`src/rtl/riscv_ctrl_bpred_if.sv`:
```
// riscv_ctrl_bpred_if
//   Groups the fetch-side lookup, execute-side training and prediction
//   outputs of the branch predictor into one bundle.
//   master : pipeline side (drives fetch PC, flush and resolution updates,
//            receives predictions)
//   slave  : predictor side
//   Signals:
//     ivalid_f / ipc_f / iflush            fetch lookup request and flush
//     iupd_valid / iupd_pc / iupd_is_b /
//     iupd_is_j / iupd_taken / iupd_target resolution update from execute
//     opred_valid / opred_taken /
//     opred_target / ohit                  registered prediction
interface riscv_ctrl_bpred_if #(
  parameter int P_XLEN = 32
);
  logic              ivalid_f;
  logic [P_XLEN-1:0] ipc_f;
  logic              iflush;
  logic              iupd_valid;
  logic [P_XLEN-1:0] iupd_pc;
  logic              iupd_is_b;
  logic              iupd_is_j;
  logic              iupd_taken;
  logic [P_XLEN-1:0] iupd_target;
  logic              opred_valid;
  logic              opred_taken;
  logic [P_XLEN-1:0] opred_target;
  logic              ohit;

  modport master (
    output ivalid_f, ipc_f, iflush,
    output iupd_valid, iupd_pc, iupd_is_b, iupd_is_j, iupd_taken, iupd_target,
    input  opred_valid, opred_taken, opred_target, ohit
  );

  modport slave (
    input  ivalid_f, ipc_f, iflush,
    input  iupd_valid, iupd_pc, iupd_is_b, iupd_is_j, iupd_taken, iupd_target,
    output opred_valid, opred_taken, opred_target, ohit
  );
endinterface

```
`src/rtl/riscv_ctrl_bpred.sv`:
```
// riscv_ctrl_bpred
//   Direct-mapped branch predictor / BTB for the fetch stage. Each cycle the
//   fetch PC is looked up and a registered prediction (redirect flag and next
//   PC) is presented one cycle later. Resolved branches and jumps from execute
//   train the table with a 2-bit saturating counter per entry.
//   Ports:
//     iclk    clock, all state on the rising edge
//     irst_n  asynchronous active-low reset
//     bus     riscv_ctrl_bpred_if.slave (lookup, update and prediction)
module riscv_ctrl_bpred #(
  parameter int P_XLEN    = 32,
  parameter int P_ENTRIES = 16
) (
  input  logic               iclk,
  input  logic               irst_n,
  riscv_ctrl_bpred_if.slave  bus
);
  localparam int IDXW = $clog2(P_ENTRIES);
  localparam int TAGW = P_XLEN - IDXW - 2;

  // Table state. Reset clears every entry, so this is register storage.
  logic              valid_q  [P_ENTRIES];
  logic [TAGW-1:0]   tag_q    [P_ENTRIES];
  logic [P_XLEN-1:0] target_q [P_ENTRIES];
  logic [1:0]        ctr_q    [P_ENTRIES];

  // Output registers
  logic              pred_valid_q, pred_valid_d;
  logic              pred_taken_q, pred_taken_d;
  logic              hit_q, hit_d;
  logic [P_XLEN-1:0] pred_target_q, pred_target_d;

  // Lookup side
  logic [IDXW-1:0]   lk_idx;
  logic [TAGW-1:0]   lk_tag;

  // Update side
  logic              upd_en;
  logic              upd_hit;
  logic [IDXW-1:0]   upd_idx;
  logic [TAGW-1:0]   upd_tag;
  logic [1:0]        ent_ctr_d;
  logic [P_XLEN-1:0] ent_target_d;

  // PC bits [1:0] are always zero and carry no information.
  logic unused_pc_lsbs;
  assign unused_pc_lsbs = ^{bus.ipc_f[1:0], bus.iupd_pc[1:0]};

  assign lk_idx  = bus.ipc_f[IDXW+1:2];
  assign lk_tag  = bus.ipc_f[P_XLEN-1:IDXW+2];
  assign upd_idx = bus.iupd_pc[IDXW+1:2];
  assign upd_tag = bus.iupd_pc[P_XLEN-1:IDXW+2];
  assign upd_en  = bus.iupd_valid && (bus.iupd_is_b || bus.iupd_is_j);

  // Lookup reads the current (pre-update) table contents: no bypass from a
  // same-cycle update.
  always_comb begin
    hit_d         = valid_q[lk_idx] && (tag_q[lk_idx] == lk_tag);
    pred_taken_d  = hit_d && ctr_q[lk_idx][1];
    pred_target_d = pred_taken_d ? target_q[lk_idx]
                                 : bus.ipc_f + P_XLEN'(4);
    pred_valid_d  = bus.ivalid_f && !bus.iflush;
  end

  // Next contents of the entry being trained.
  always_comb begin
    upd_hit      = valid_q[upd_idx] && (tag_q[upd_idx] == upd_tag);
    ent_ctr_d    = ctr_q[upd_idx];
    ent_target_d = target_q[upd_idx];
    if (bus.iupd_is_j) begin
      // Jumps always redirect: install as strongly taken.
      ent_ctr_d    = 2'b11;
      ent_target_d = bus.iupd_target;
    end else if (!upd_hit) begin
      // Branch allocation evicts whatever was there, starting weak.
      ent_ctr_d    = bus.iupd_taken ? 2'b10 : 2'b01;
      ent_target_d = bus.iupd_target;
    end else if (bus.iupd_taken) begin
      if (ctr_q[upd_idx] != 2'b11) ent_ctr_d = ctr_q[upd_idx] + 2'b01;
      ent_target_d = bus.iupd_target;
    end else begin
      // Not-taken keeps the old target so a later re-take reuses it.
      if (ctr_q[upd_idx] != 2'b00) ent_ctr_d = ctr_q[upd_idx] - 2'b01;
    end
  end

  always_ff @(posedge iclk or negedge irst_n) begin
    if (!irst_n) begin
      for (int i = 0; i < P_ENTRIES; i++) begin
        valid_q[i]  <= 1'b0;
        tag_q[i]    <= '0;
        target_q[i] <= '0;
        ctr_q[i]    <= 2'b01;
      end
    end else if (upd_en) begin
      valid_q[upd_idx]  <= 1'b1;
      tag_q[upd_idx]    <= upd_tag;
      target_q[upd_idx] <= ent_target_d;
      ctr_q[upd_idx]    <= ent_ctr_d;
    end
  end

  always_ff @(posedge iclk or negedge irst_n) begin
    if (!irst_n) begin
      pred_valid_q  <= 1'b0;
      pred_taken_q  <= 1'b0;
      hit_q         <= 1'b0;
      pred_target_q <= '0;
    end else begin
      pred_valid_q  <= pred_valid_d;
      pred_taken_q  <= pred_taken_d;
      hit_q         <= hit_d;
      pred_target_q <= pred_target_d;
    end
  end

  assign bus.opred_valid  = pred_valid_q;
  assign bus.opred_taken  = pred_taken_q;
  assign bus.opred_target = pred_target_q;
  assign bus.ohit         = hit_q;
endmodule

```
`src/flat_wrapper.sv`:
```
// flat-port wrapper written by rule: the top's interface ports become plain ports
module riscv_ctrl_bpred_flat 
#(
  parameter int P_XLEN    = 32,
  parameter int P_ENTRIES = 16
)
  (iclk, irst_n, bus_ivalid_f, bus_ipc_f, bus_iflush, bus_iupd_valid, bus_iupd_pc, bus_iupd_is_b, bus_iupd_is_j, bus_iupd_taken, bus_iupd_target, bus_opred_valid, bus_opred_taken, bus_opred_target, bus_ohit);
  riscv_ctrl_bpred_if #(.P_XLEN(P_XLEN)) bus_i ();
  input  logic iclk;
  input  logic irst_n;
  input wire logic [$bits(bus_i.ivalid_f)-1:0] bus_ivalid_f;
  input wire logic [$bits(bus_i.ipc_f)-1:0] bus_ipc_f;
  input wire logic [$bits(bus_i.iflush)-1:0] bus_iflush;
  input wire logic [$bits(bus_i.iupd_valid)-1:0] bus_iupd_valid;
  input wire logic [$bits(bus_i.iupd_pc)-1:0] bus_iupd_pc;
  input wire logic [$bits(bus_i.iupd_is_b)-1:0] bus_iupd_is_b;
  input wire logic [$bits(bus_i.iupd_is_j)-1:0] bus_iupd_is_j;
  input wire logic [$bits(bus_i.iupd_taken)-1:0] bus_iupd_taken;
  input wire logic [$bits(bus_i.iupd_target)-1:0] bus_iupd_target;
  output wire logic [$bits(bus_i.opred_valid)-1:0] bus_opred_valid;
  output wire logic [$bits(bus_i.opred_taken)-1:0] bus_opred_taken;
  output wire logic [$bits(bus_i.opred_target)-1:0] bus_opred_target;
  output wire logic [$bits(bus_i.ohit)-1:0] bus_ohit;
  assign bus_i.ivalid_f = bus_ivalid_f;
  assign bus_i.ipc_f = bus_ipc_f;
  assign bus_i.iflush = bus_iflush;
  assign bus_i.iupd_valid = bus_iupd_valid;
  assign bus_i.iupd_pc = bus_iupd_pc;
  assign bus_i.iupd_is_b = bus_iupd_is_b;
  assign bus_i.iupd_is_j = bus_iupd_is_j;
  assign bus_i.iupd_taken = bus_iupd_taken;
  assign bus_i.iupd_target = bus_iupd_target;
  assign bus_opred_valid = bus_i.opred_valid;
  assign bus_opred_taken = bus_i.opred_taken;
  assign bus_opred_target = bus_i.opred_target;
  assign bus_ohit = bus_i.ohit;
  riscv_ctrl_bpred #(.P_XLEN(P_XLEN), .P_ENTRIES(P_ENTRIES)) u_core (.iclk(iclk), .irst_n(irst_n), .bus(bus_i));
endmodule
```
`config.mk`:
```
export PLATFORM = sky130hd
export DESIGN_NAME = riscv_ctrl_bpred_flat
export DESIGN_NICKNAME = d
export VERILOG_FILES = /design/src/rtl/riscv_ctrl_bpred_if.sv /design/src/rtl/riscv_ctrl_bpred.sv /design/src/flat_wrapper.sv
export SDC_FILE = /design/constraint.sdc
export NUM_CORES = 2
export LEC_CHECK = 0
export BUFFER_PORTS_ARGS = -buffer_cell sky130_fd_sc_hd__buf_2
export CELL_PAD_IN_SITES_DETAIL_PLACEMENT = 1
export CELL_PAD_IN_SITES_GLOBAL_PLACEMENT = 1
export CORE_MARGIN = 2
export CORE_UTILIZATION = 37
export CTS_BUF_LIST = sky130_fd_sc_hd__clkbuf_2
export DETAILED_ROUTE_END_ITERATION = 7
export PLACE_DENSITY_LB_ADDON = 0.15
export RECOVER_POWER = 50
export SLEW_MARGIN = 20
export SYNTH_ARGS = -nofsm -noshare
export SYNTH_HDL_FRONTEND = slang
export SYNTH_SLANG_ARGS = --single-unit
```
`constraint.sdc`:
```
create_clock -name iclk -period 2.9 [get_ports iclk]
set_input_delay 0.58 -clock iclk [delete_from_list [all_inputs] [get_ports iclk]]
set_output_delay 0.58 -clock iclk [all_outputs]
set_load 0.01 [all_outputs]
```
Word-level counts from Yosys, hierarchy flattened
Index checks and enable logic that the tools add are counted.
{"block": "totals", "reg_bits": 1011, "inputBits": 104}
{"block": "op_classes", "bitwise_logic": 3, "reduce_logical": 9, "muxes": 45, "n_eq_ne": 3, "addsub": 3, "magnitude_cmp": 3}
{"op": "$bwmux W512", "n": 1}
{"op": "$bwmux W416", "n": 1}
{"op": "$mux W32", "n": 9}
{"op": "$bmux W32 S4", "n": 2}
{"op": "$bmux W26 S4", "n": 2}
{"op": "$mux W26", "n": 5}
{"op": "$demux W32 S4", "n": 1}
{"op": "$demux W26 S4", "n": 1}
{"op": "$eq A26 B26 Y1", "n": 2}
{"op": "$add A32 B3 Y32 const B", "n": 1}
{"op": "$bwmux W32", "n": 1}
{"op": "$mux W2", "n": 11}
{"op": "$bmux W2 S4", "n": 2}
{"op": "$or A16 B16 Y16", "n": 1}
{"op": "$ge A5 B5 Y1 const B", "n": 2}
{"op": "$not A4 Y5", "n": 2}
{"op": "$bmux W1 S4", "n": 2}
{"op": "$demux W2 S4", "n": 1}
{"op": "$logic_and A1 B1 Y1", "n": 6}
{"op": "$lt A5 B1 Y1 const B", "n": 1}
{"op": "$mux W1", "n": 5}
{"op": "$demux W1 S4", "n": 1}
{"op": "$add A2 B1 Y2 const B", "n": 1}
{"op": "$ne A2 B2 Y1 const B", "n": 1}
{"op": "other kinds (4)", "n": 4}

Depth between registers and ports, before layout
{"block": "depth", "ltp_word": 10, "mapped_depth": 16}

Worst setup path after synthesis
No wires, ideal clock.
{"block": "synth_timing", "path_kind": "input -> register", "start": "in bus_ipc_f[2]", "end": "reg u_core.pred_target_q[10] (netlist: u_core.bus.opred_target[10])", "path_slack_ns": -0.898, "setup_time_ns": 0.125, "cell_stages": 14, "path_buffers": 5, "arrival_time_ns": 3.673, "cell_sequence": "buf_2 > buf_2 > buf_2 > mux4_2 > mux2i_1 > mux2i_1 > xor2_1 > nor4_1 > nand3_1 > nor4_2 > and2_1 > buf_4 > buf_4 > mux2_2"}
{"block": "synth_between", "elab_chain_len": 8, "word_cells_on_any_way": 18, "cone_classes": "1 x add/sub; 1 x eq/ne; 13 x mux; 1 x bitwise; 2 x reduce/logical"}
{"item": "from (decl)", "line_no": "flat_wrapper.sv:12", "text": "input wire logic [$bits(bus_i.ipc_f)-1:0] bus_ipc_f;"}
{"item": "$not A4 Y5 (implied by the code)", "line_no": "riscv_ctrl_bpred.sv:58, riscv_ctrl_bpred.sv:59, riscv_ctrl_bpred.sv:60"}
{"item": "$bmux W26 S4", "line_no": "riscv_ctrl_bpred.sv:58", "text": "hit_d = valid_q[lk_idx] && (tag_q[lk_idx] == lk_tag);"}
{"item": "$mux W26 (implied by the code) (2 in a row)", "line_no": "riscv_ctrl_bpred.sv:58"}
{"item": "$eq A26 B26 Y1", "line_no": "riscv_ctrl_bpred.sv:58"}
{"item": "$logic_and A1 B1 Y1", "line_no": "riscv_ctrl_bpred.sv:58"}
{"item": "$logic_and A1 B1 Y1", "line_no": "riscv_ctrl_bpred.sv:59", "text": "pred_taken_d = hit_d && ctr_q[lk_idx][1];"}
{"item": "$mux W32 (*)", "line_no": "riscv_ctrl_bpred.sv:60", "text": "pred_target_d = pred_taken_d ? target_q[lk_idx]"}
{"item": "via u_core.pred_target_d[10]", "line_no": "riscv_ctrl_bpred.sv:31", "text": "logic [P_XLEN-1:0] pred_target_q, pred_target_d;"}
{"item": "to (signal assigned)", "line_no": "riscv_ctrl_bpred.sv:113", "text": "pred_target_q <= pred_target_d;"}
{"item": "to (decl)", "line_no": "riscv_ctrl_bpred.sv:31"}
The timed path passes the listed nets; every way through them passes the cells marked *. The select of a mux whose other input is x is not followed.
A chain may end at the register's enable or synchronous reset.

Final worst setup path
{"block": "layout_timing", "start": "reg u_core.tag_q[205] (netlist name)", "end": "reg u_core.target_q[134] (netlist name)"}
{"block": "layout_between", "elab_chain_len": 8}
{"item": "from (decl)", "line_no": "riscv_ctrl_bpred.sv:23", "text": "logic [TAGW-1:0] tag_q [P_ENTRIES];"}
{"item": "from (signal, indexed assignment)", "line_no": "riscv_ctrl_bpred.sv:97", "text": "tag_q[upd_idx] <= upd_tag;"}
{"item": "$bmux W26 S4", "line_no": "riscv_ctrl_bpred.sv:67", "text": "upd_hit = valid_q[upd_idx] && (tag_q[upd_idx] == upd_tag);"}
{"item": "$mux W26 (implied by the code) (2 in a row)", "line_no": "riscv_ctrl_bpred.sv:67"}
{"item": "$eq A26 B26 Y1", "line_no": "riscv_ctrl_bpred.sv:67"}
{"item": "$logic_and A1 B1 Y1", "line_no": "riscv_ctrl_bpred.sv:67"}
{"item": "$mux W32", "line_no": "riscv_ctrl_bpred.sv:74", "text": "end else if (!upd_hit) begin"}
{"item": "$mux W32", "line_no": "riscv_ctrl_bpred.sv:70", "text": "if (bus.iupd_is_j) begin"}
{"item": "$bwmux W512", "line_no": "riscv_ctrl_bpred.sv:98", "text": "target_q[upd_idx] <= ent_target_d;"}
{"item": "to (signal, indexed assignment)", "line_no": "riscv_ctrl_bpred.sv:98"}
{"item": "to (decl)", "line_no": "riscv_ctrl_bpred.sv:24", "text": "logic [P_XLEN-1:0] target_q [P_ENTRIES];"}
No other way between the ends. The select of a mux whose other input is x is not followed.

==> flow_summary.json <==
{
  "min_period_ps": 3590,
  "grt_first_pass_wirelength_um": 304000,
  "postRouteAntennaNets": 0,
  "crit_path_end_kind": "flip-flop",
  "register_area_sq_um": 25300,
  "worstMarginPinSlew_ps": 1930,
  "wl_per_cell_um": 30.4,
  "max_slew_margin_pct": -28.5,
  "initial_core_util_pct": 37.3,
  "place_ws_ps": -1460,
  "fillerInstances": 14600,
  "worst_hold_path.num_cells": 4,
  "fin_worst_skew_ps": 241,
  "clkTransAtPathRegs_ps": 110,
  "wirelength_um": 205000,
  "rsz0062_at_grt": "true",
  "fp.dieW_um": 390,
  "final_cells": 6768,
  "synthDominantCellAreaShare_pct": 45.1,
  "io_pins": 139,
  "hold_viol": 0,
  "synth_edf_count": 0,
  "grt_pass1_vias": 44200,
  "port_buffers": 136,
  "cts_root_buf": "clkbuf_2",
  "drt_pass1_iterations": 5,
  "clock_latency_ps": 1790,
  "vdd_drop_max_uv": 255,
  "use_met1_pct": 36.9,
  "fin_crit_sh_pct": 124,
  "syn_nets": 3635,
  "drive_above_1_share_pct": 62.4,
  "rows": 141,
  "post-route-drc-count": 0,
  "vias": 39200,
  "fin_nets": 4738,
  "post-place-cells": 5988,
  "path_max_fanout": 23,
  "core_sq_um": 148000,
  "multi_input_area_sq_um": 29800,
  "area_growth_pct": 28.0,
  "drv_cap": 1,
  "dpl_cell_area_sq_um": 64600,
  "start_kind": "flip-flop",
  "final_common_cell": "dfrtp_1",
  "top_usage_layer": "met2",
  "clock_path_buffers": 4,
  "final_cell_area_sq_um": 70700,
  "htreeDepth": 5,
  "async_reset_ff_share_pct": 100,
  "critPathArrivalTime_ps": 5140,
  "finalSetupViolCount": 1184,
  "dp.final_hpwl_um": 136000,
  "r2r_end": "u_core.target_q[134]",
  "ys_seq_elements": 1011,
  "timing.rr.start": "u_core.tag_q[205]",
  "finalMaxSlewViolations": 45,
  "r2r_cells": 11,
  "cts_tree": "done",
  "drt_iter0_markers": 2369,
  "ys_types": 77,
  "clock_sinks": 1011,
  "violations": "capacitance limit, slew limit, setup timing",
  "p_leak_nw": 30.8,
  "grt_start_max_net_pins": 97,
  "vias_per_cell": 5.79,
  "crit_type": "reg2reg",
  "overflow": 0,
  "die_h_um": 390,
  "fin_ws_ps": -691,
  "yosys-top-cells-area": "dfrtp_1, mux4_2, mux2_2",
  "timing.fmax_ghz": 0.279,
  "cts_buffers": 309,
  "grtUsageMet2_pct": 43.7,
  "required_ps": 4450,
  "hold_class": "in2reg",
  "status": "finished with violations",
  "yosys.area.top_type": "dfrtp_1",
  "grt_usage_pct": 27.1,
  "ys_seq_area_share_pct": 45.9,
  "hp-start": "bus_ipc_f[2]",
  "worst-r2r-setup-slack_ps": -690,
  "mostFrequentLayoutCells": "dfrtp_1, mux2_2, buf_4",
  "p_per_area_nw_per_um2": 631,
  "avgSynthCellArea_sq_um": 15.6,
  "setup_tns_ps": -468800,
  "dieArea_sq_um": 152000,
  "ys_warn_count": 0,
  "synth_ff_type": "dfrtp_1",
  "globalplace.congestion": 0.865,
  "grtUsageMet3_pct": 4.72,
  "syn_inst": 3530,
  "antenna_found_initial": 7,
  "syn_area_sq_um": 55200,
  "holdPathEnd": "u_core.bus.opred_target[2]"
}
[layout make-up]
| cell class | instances | area share (%) |
|---|---|---|
| timing repair buffer | 1111 | 15.0 |
| sequential | 1011 | 35.8 |
| multi-input combinational | 2186 | 42.2 |
| tap | 1930 | 3.42 |
| clock inverter | 62 | 0.382 |
| inverter | 14 | 0.0779 |
| antenna | 11 | 0.0389 |
| clock buffer | 443 | 3.14 |
[worst max-delay path, cell delays in order, from the launching register on]
cell,delay [ps]
dfrtp_1,410
mux4_2,450
mux4_2,530
xnor2_2,190
buf_4,150
nand2b_4,50
buf_6,140
nor4_4,260
nand4_4,220
buf_12,240
mux2_4,430
mux2_2,290
[synth_stat cells (3+ instances only)]
| cell | n |
|---|---|
| o221ai_1 | 3 |
| or2_2 | 16 |
| mux4_2 | 523 |
| buf_1 | 17 |
| o211ai_1 | 3 |
| and2_1 | 3 |
| mux2_4 | 110 |
| and3_1 | 10 |
| mux2i_1 | 141 |
| nor4_1 | 10 |
| a2111oi_0 | 3 |
| a31oi_1 | 7 |
| nor3b_1 | 4 |
| a221oi_1 | 5 |
| dfstp_2 | 16 |
| nor3_1 | 25 |
| o22ai_1 | 6 |
| nand3_1 | 39 |
| a211oi_1 | 12 |
| buf_6 | 46 |
| xnor2_1 | 61 |
| nand2b_1 | 7 |
| clkbuf_1 | 195 |
| a22o_1 | 5 |
| nand2_1 | 31 |
| mux2_2 | 880 |
| nor2_1 | 64 |
| nor2b_1 | 18 |
| o21ai_0 | 30 |
| inv_1 | 13 |
| a21oi_2 | 10 |
| xor2_1 | 23 |
| a22oi_1 | 23 |
| dfrtp_1 | 995 |
| buf_4 | 18 |
| nand4_1 | 7 |
| buf_2 | 64 |
| a21oi_1 | 39 |
[power breakdown]
part           total [W]  internal (W)  switching [W]
Sequential        0.0199        0.0174        0.00251
Combinational     0.0140       0.00861        0.00536
Clock             0.0107       0.00412        0.00657
[per-layer routing]
metal  vias to the layer above  part of all wire, %
li1                      16100                    -
met1                     21400                   44
met2                      1318                   48
met3                       396                  5.1
met4                         6                  3.3
met5                         -                0.015
[through the flow]
stage	hold WS, ps	total power (W)	util (%)
after floorplan	284	0.0276	-
after global placement	471	0.0323	43.7
after detailed placement	486	0.0332	43.7
after CTS	6.09	0.0447	47.5
after global routing	65.7	0.0470	47.7
final	163	0.0446	47.7
[how the worst max path moves through the flow]
stage	from	endpoint	slack, ps	cells after the start
after floorplan	bus_ipc_f[2]	u_core.bus.opred_target[10]	-590	12
after global placement	bus_iupd_pc[3]	u_core.target_q[207]	-1420	13
after detailed placement	bus_iupd_pc[3]	u_core.target_q[112]	-1460	13
after CTS	u_core.tag_q[249]	u_core.target_q[399]	-660	13
after global routing	u_core.tag_q[20]	u_core.target_q[134]	-750	11
final	u_core.tag_q[205]	u_core.target_q[134]	-690	11
[what timing repair did]
item                                    in CTS  in global routing
hold buffers                               222                  0
endpoints found under the hold margin     2010                  0
setup buffers                               15                  2
pin swaps                                   14                 13
gates resized for setup                    133                 79
cloned                                      15                 13
endpoints found under the setup margin     613                614
[state kept, by name (all words and copies together), names as in the netlist]
name,cells
u_core.bus.ohit,1
u_core.bus.opred_taken,1
u_core.bus.opred_target,32
u_core.bus.opred_valid,1
u_core.ctr_q,32
u_core.tag_q,416
u_core.target_q,512
u_core.valid_q,16
[cells by family after synthesis]
| family | count (synthesis) | synth area share [%] |
|---|---|---|
| compound gates | 168 | 2.09 |
| xor+xnor | 84 | 1.33 |
| fa+ha+maj | 1 | 0.0227 |
| buf+inv | 356 | 3.36 |
| flops | 1011 | 45.9 |
| mux | 1657 | 44.9 |
| simple gates | 253 | 2.44 |
Note: power is estimated with default switching activity, not from simulation.
